<file path="config.mk">
export PLATFORM = sky130hd
export DESIGN_NAME = button_conditioner
export DESIGN_NICKNAME = d
export VERILOG_FILES = /design/src/rtl/button_conditioner.sv
export SDC_FILE = /design/constraint.sdc
export NUM_CORES = 1
export LEC_CHECK = 0
export ABC_AREA = 1
export CAP_MARGIN = 5
export CORE_MARGIN = 8
export CORE_UTILIZATION = 35
export DETAILED_ROUTE_END_ITERATION = 8
export HOLD_SLACK_MARGIN = 0.1
export PLACE_DENSITY = 0.59
export SLEW_MARGIN = 15
export SYNTH_ARGS = -nofsm -noshare
export SYNTH_HDL_FRONTEND = slang
export SYNTH_SLANG_ARGS = --single-unit
</file>
<file path="constraint.sdc">
create_clock -name clk -period 2.4 [get_ports clk]
set_clock_uncertainty 0.05 [all_clocks]
set_input_delay 0.6 -clock clk [delete_from_list [all_inputs] [get_ports clk]]
set_output_delay 0.6 -clock clk [all_outputs]
set_load 0.05 [all_outputs]
</file>
<file path="src/rtl/button_conditioner.sv">
// button_conditioner: front end for the board push-buttons.
// Each button is synchronised, debounced, and turned into a clean level
// plus one-cycle press / release / long-press pulses. A small priority
// encoder folds the press pulses into one event (valid + lowest index).
//
// Event interface: press_valid is a one-cycle strobe with no ready/backpressure.
// press_code and multi_press are meaningful only while press_valid=1
// (press_code reads 0 otherwise). The consumer must sample on every cycle.
module button_conditioner #(
    parameter int N_BTN           = 5,
    parameter int DEBOUNCE_CYCLES = 1000000,
    parameter int LONG_CYCLES     = 100000000,
    parameter int CNT_W           = 27
) (
    input  logic             clk,
    input  logic             rst_n,
    input  logic [N_BTN-1:0] btn_raw,
    output logic [N_BTN-1:0] btn_level,
    output logic [N_BTN-1:0] btn_press,
    output logic [N_BTN-1:0] btn_release,
    output logic [N_BTN-1:0] btn_long,
    output logic             press_valid,
    output logic [2:0]       press_code,
    output logic             multi_press
);

    localparam logic [CNT_W-1:0] DB_LAST   = CNT_W'(DEBOUNCE_CYCLES - 1);
    localparam logic [CNT_W-1:0] LONG_LAST = CNT_W'(LONG_CYCLES - 1);
    localparam logic [CNT_W-1:0] CNT_ONE   = CNT_W'(1);
    localparam logic [N_BTN-1:0] BTN_ONE   = N_BTN'(1);

    logic [N_BTN-1:0] sync_a;
    logic [N_BTN-1:0] sync_b;
    logic [CNT_W-1:0] dcnt [N_BTN];
    logic [CNT_W-1:0] lcnt [N_BTN];
    logic [N_BTN-1:0] fired;

    // Two-flop synchroniser; sync_b is the only view of the pads used downstream.
    always_ff @(posedge clk or negedge rst_n) begin
        if (!rst_n) begin
            sync_a <= '0;
            sync_b <= '0;
        end else begin
            sync_a <= btn_raw;
            sync_b <= sync_a;
        end
    end

    // Debounce: the level flips only after DEBOUNCE_CYCLES consecutive
    // disagreeing samples; press/release pulse in the cycle the level changes.
    always_ff @(posedge clk or negedge rst_n) begin
        if (!rst_n) begin
            for (int i = 0; i < N_BTN; i++) begin
                dcnt[i] <= '0;
            end
            btn_level   <= '0;
            btn_press   <= '0;
            btn_release <= '0;
        end else begin
            btn_press   <= '0;
            btn_release <= '0;
            for (int i = 0; i < N_BTN; i++) begin
                if (sync_b[i] == btn_level[i]) begin
                    dcnt[i] <= '0;
                end else if (dcnt[i] == DB_LAST) begin
                    btn_level[i]   <= sync_b[i];
                    btn_press[i]   <= sync_b[i];
                    btn_release[i] <= ~sync_b[i];
                    dcnt[i]        <= '0;
                end else begin
                    dcnt[i] <= dcnt[i] + CNT_ONE;
                end
            end
        end
    end

    // Long press: count held cycles once per press; fired blocks repeats
    // until the debounced level drops.
    always_ff @(posedge clk or negedge rst_n) begin
        if (!rst_n) begin
            for (int i = 0; i < N_BTN; i++) begin
                lcnt[i] <= '0;
            end
            fired    <= '0;
            btn_long <= '0;
        end else begin
            btn_long <= '0;
            for (int i = 0; i < N_BTN; i++) begin
                if (!btn_level[i]) begin
                    lcnt[i]  <= '0;
                    fired[i] <= 1'b0;
                end else if (!fired[i]) begin
                    if (lcnt[i] == LONG_LAST) begin
                        btn_long[i] <= 1'b1;
                        fired[i]    <= 1'b1;
                    end else begin
                        lcnt[i] <= lcnt[i] + CNT_ONE;
                    end
                end
            end
        end
    end

    // Priority encoder over the press pulses: lowest index wins.
    always_comb begin
        press_code = 3'd0;
        for (int i = N_BTN - 1; i >= 0; i--) begin
            if (btn_press[i]) begin
                press_code = 3'(i);
            end
        end
        press_valid = |btn_press;
        // Clearing the lowest set bit leaves something only if two or more were set.
        multi_press = |(btn_press & (btn_press - BTN_ONE));
    end

endmodule

</file>
==> summary.txt <==
Status
  • Status: complete, no violations

Power and ir drop
  • Pwr/cell area: around 550 mW/mm2
  • Sw frac: 0.222
  • Power Total: roughly 12 mW
  • Sequential power share: 0.442
  • Combinational Power Share: 0.019
  • Leakage: 10.0 nW
  • Maximum VDD drop: 0.000431 V
  • Net Sw Power: between 2 and 3 mW
  • Clk pwr share: 0.539
  • Internal power: 9.15 mW

Worst setup path
  • Crit. End Element: output port
  • Buf/Inv on CP: 1
  • WS Path Type: flop to output port
  • R2R setup slack: between 0.3 and 0.4 ns
  • Largest delay share family, worst path: buffers and inverters
  • Startpoint Class: flop
  • Reg-to-Reg End: lcnt[100]
  • R2R depth: 9
  • Reg2reg start: lcnt[81]
  • Slowest stage delay, CP: 0.80 ns
  • CP required: 1.75 ns
  • Crit Path Max Fanout: 1
  • Worst endpoint data arrival time: approximately 1.7 ns
  • CP Cell Sequence: clkdlybuf4s50_1
  • Critical Path Slowest Stage Cell: clkdlybuf4s50_1

Clock tree
  • CTS Root Cell: clkbuf_16
  • Worst-path clk slew: approximately 0.06 ns
  • Clock buffer depth: 3
  • CTS buffer count: 38
  • CTS tree: yes
  • Clk_lat worst skew: 0.57 ns
  • CTS H-tree depth: 2
  • Clock sink count: 305

Detailed routing
  • WL/cell: 12.8 um
  • Vias: about 17000
  • Final routed DRC violation total: 0
  • Final wirelength: approximately 47 mm
  • Initial DRC count: roughly 1200
  • Vias/cell: 4.68
  • 1st-pass router iterations: 5
  • Final ANT Viol Nets: 0

Synthesis
  • Syn_area_per_cell: around 6.6 um2
  • Flop and latch count out of synthesis: 305
  • Syn Inst Count: roughly 2800
  • Sequential fraction of the synthesis area: 0.406
  • Synth unique cells: 38
  • Post-synthesis cell area: 0.0188 mm2
  • Synth warn: 0
  • Syn nets: between 2000 and 3000

Timing
  • RSZ-0062 raised after global routing: true
  • Slew Limit Headroom: 0.439
  • Final setup viols: 0
  • Min cycle time layout: about 2.3 ns
  • FMAX: 427 MHz
  • Worst-margin pin slew: 0.839 ns
  • Final Hold Fails: 0
  • PnR worst setup slack: between 0.05 and 0.06 ns
  • Crit share post-route: 0.976
  • Slew Limit Fails: 0

Cells and area
  • Post-layout util: 0.402
  • Number of inserted diodes: 0
  • Final nets: just under 3000
  • Proportion of layout cells with a drive suffix above 1: 0.0571
  • Fillers: 5582
  • Final instance area: about 0.022 mm2
  • Area grow syn2layout: 14.5%
  • Multi-input logic area: about 0.0098 mm2
  • Sequential cell area: roughly 0.0076 mm2

GRT
  • Initial antenna violation count: 0
  • Vias in the first global route: 16000
  • Total gr overflow: 0
  • Pin count of the biggest net entering global routing: 66
  • Global-route wire length before repair: roughly 80 mm
  • GR Util All Layers: 0.155

Placement
  • Port bufs: 31
  • DP HPWL: between 30 and 40 mm
  • Placed Area: a little over 0.02 mm2
  • Gp weighted congestion: between 0.9 and 1
  • Pre-CTS setup slack: approximately 0.22 ns

Run
  • Maxcap violations: 0

Hold path
  • Worst hold path class: flop to flop
  • Hold Path Cell Cnt: 0
  • Hold Startpoint: sync_a[2]
  • Hold path endpoint: sync_b[2]

Floorplan
  • IO Pins: 32
  • FP Rows: 85
  • Core area: about 0.053 mm2
  • Die H: between 200 and 250 um
  • Starting density of the core: 0.351
  • Die Footprint: approximately 0.06 mm2
  • Die W: around 250 um
cell usage in the layout, fill, tap and decap left out, types with 3 or more instances in the layout:
cell type,instances
clkbuf_8,4
o21bai_1,6
nor3_1,93
clkinv_2,4
nand3b_1,16
inv_2,3
clkbuf_16,38
nand3_2,4
nand4_1,59
clkdlybuf4s50_1,12
xnor2_1,20
nand2_1,1077
nor2_4,7
inv_6,3
xor2_1,85
bufinv_16,8
o21ai_0,52
o21ai_1,3
and2_1,4
nor2_2,16
nor3_2,4
nor2_1,551
clkinv_1,5
clkbuf_1,4
nor3b_1,6
buf_4,39
dfrtp_1,304
buf_12,10
a21oi_1,7
nor3_4,4
nand3_1,156
nor4_1,5
nand2_2,12
clkinv_4,4
inv_1,286
dlygate4sd2_1,5
ha_1,10
state kept, by name, summed over array words and instances, names as in the netlist:
signal and flops:
dcnt 135, lcnt 135, btn_level 5, btn_long 5, btn_press 5, btn_release 5, fired 5, sync_a 5
sync_b 5
metrics by stage:
| stage | setup TNS (ns) | cells | hold slack (ns) |
|---|---|---|---|
| final | 0 | 3637 | 0.293 |
| after global routing | -0.0381 | 3637 | 0.310 |
| after floorplan | -0.00513 | 2842 | 0.254 |
| after CTS | 0 | 3637 | 0.300 |
| after detailed placement | 0 | 3569 | 0.290 |
| after global placement | 0 | 3569 | 0.282 |
Yosys cell counts:
master | number | area [um2]
xnor2_1 | 20 | 175
nor3_4 | 4 | 65.1
nand3_2 | 4 | 40.0
buf_2 | 18 | 90.1
a21oi_1 | 7 | 35.0
buf_4 | 6 | 45.0
inv_1 | 286 | 1070
o21ai_1 | 3 | 15.0
nand3b_1 | 16 | 120
a211oi_1 | 1 | 7.51
buf_1 | 3 | 11.3
ha_1 | 10 | 125
nor2_4 | 7 | 78.8
nor2_2 | 12 | 75.1
nand2_1 | 1077 | 4040
o21bai_1 | 6 | 45.0
nand3_1 | 156 | 781
dfrtp_1 | 305 | 7630
nand2_2 | 12 | 75.1
clkinv_1 | 5 | 18.8
nor3_1 | 94 | 470
buf_6 | 8 | 90.1
clkbuf_1 | 3 | 11.3
nor2_1 | 555 | 2080
nor3_2 | 3 | 30.0
xor2_1 | 85 | 744
inv_2 | 3 | 11.3
a21oi_2 | 1 | 8.76
nor4_1 | 5 | 31.3
and2_1 | 4 | 25.0
nand2_4 | 1 | 11.3
o2111ai_1 | 1 | 8.76
and3_1 | 2 | 12.5
o21ai_0 | 52 | 260
nand2_8 | 1 | 20.0
and3b_1 | 1 | 8.76
nand4_1 | 59 | 369
nor3b_1 | 6 | 45.0
logic make-up (layout without fill, tap and decap cells):
logic type	count (synthesis)	after routing	share of synthesized area
XOR/XNOR	105	105	0.0489
flip-flops	305	305	0.406
AND/OR/NAND/NOR	2019	2019	0.446
buffers and inverters	332	431	0.0719
AO/OA/AOI/OAI	71	71	0.0202
adder cells (fa/ha/maj)	10	10	0.00666
per-layer routing:
layer / track usage / wire (um)
met5: 0 / 0
met4: 0.0441 / 982
met3: 0.0244 / 1810
met2: 0.245 / 20400
met1: 0.217 / 23400
worst max path at each step:
stage	start	endpoint	slack, ns	depth (start not counted)
final	btn_release[3]	btn_release[3]	0.06	1
after global routing	btn_press[2]	multi_press	-0.04	5
after CTS	btn_long[1]	btn_long[1]	0.0009	1
after detailed placement	lcnt[54]	lcnt[77]	0.22	10
after global placement	lcnt[54]	lcnt[71]	0.24	10
after floorplan	btn_press[2]	multi_press	-0.005	4
power groups by stage:
| stage | Combinational (mW) | Sequential (mW) | Clock [mW] |
|---|---|---|---|
| after floorplan | 0.0717 | 5.29 | 0 |
| after global placement | 0.242 | 5.29 | 0 |
| after detailed placement | 0.242 | 5.29 | 0 |
| after CTS | 0.244 | 5.20 | 6.56 |
| after global routing | 0.273 | 5.20 | 6.74 |
| final | 0.229 | 5.20 | 6.34 |
cell type report:
| class | count | area share |
|---|---|---|
| Clock buffer | 46 | 0.0475 |
| Tap cell | 696 | 0.0405 |
| Clock inverter | 21 | 0.0161 |
| Multi-Input combinational cell | 2205 | 0.457 |
| Timing Repair Buffer | 70 | 0.0329 |
| Inverter | 294 | 0.0513 |
| Sequential cell | 305 | 0.355 |
timing repair:
item / CTS / global route
setup buffers: 0 / 0
pin swaps: 0 / 1
resized for setup: 9 / 3
endpoints found under the setup margin: 6 / 8
hold buffers: 1 / 0
endpoints found under the hold margin: 26 / 0
Power figures use the tool's default switching activity.
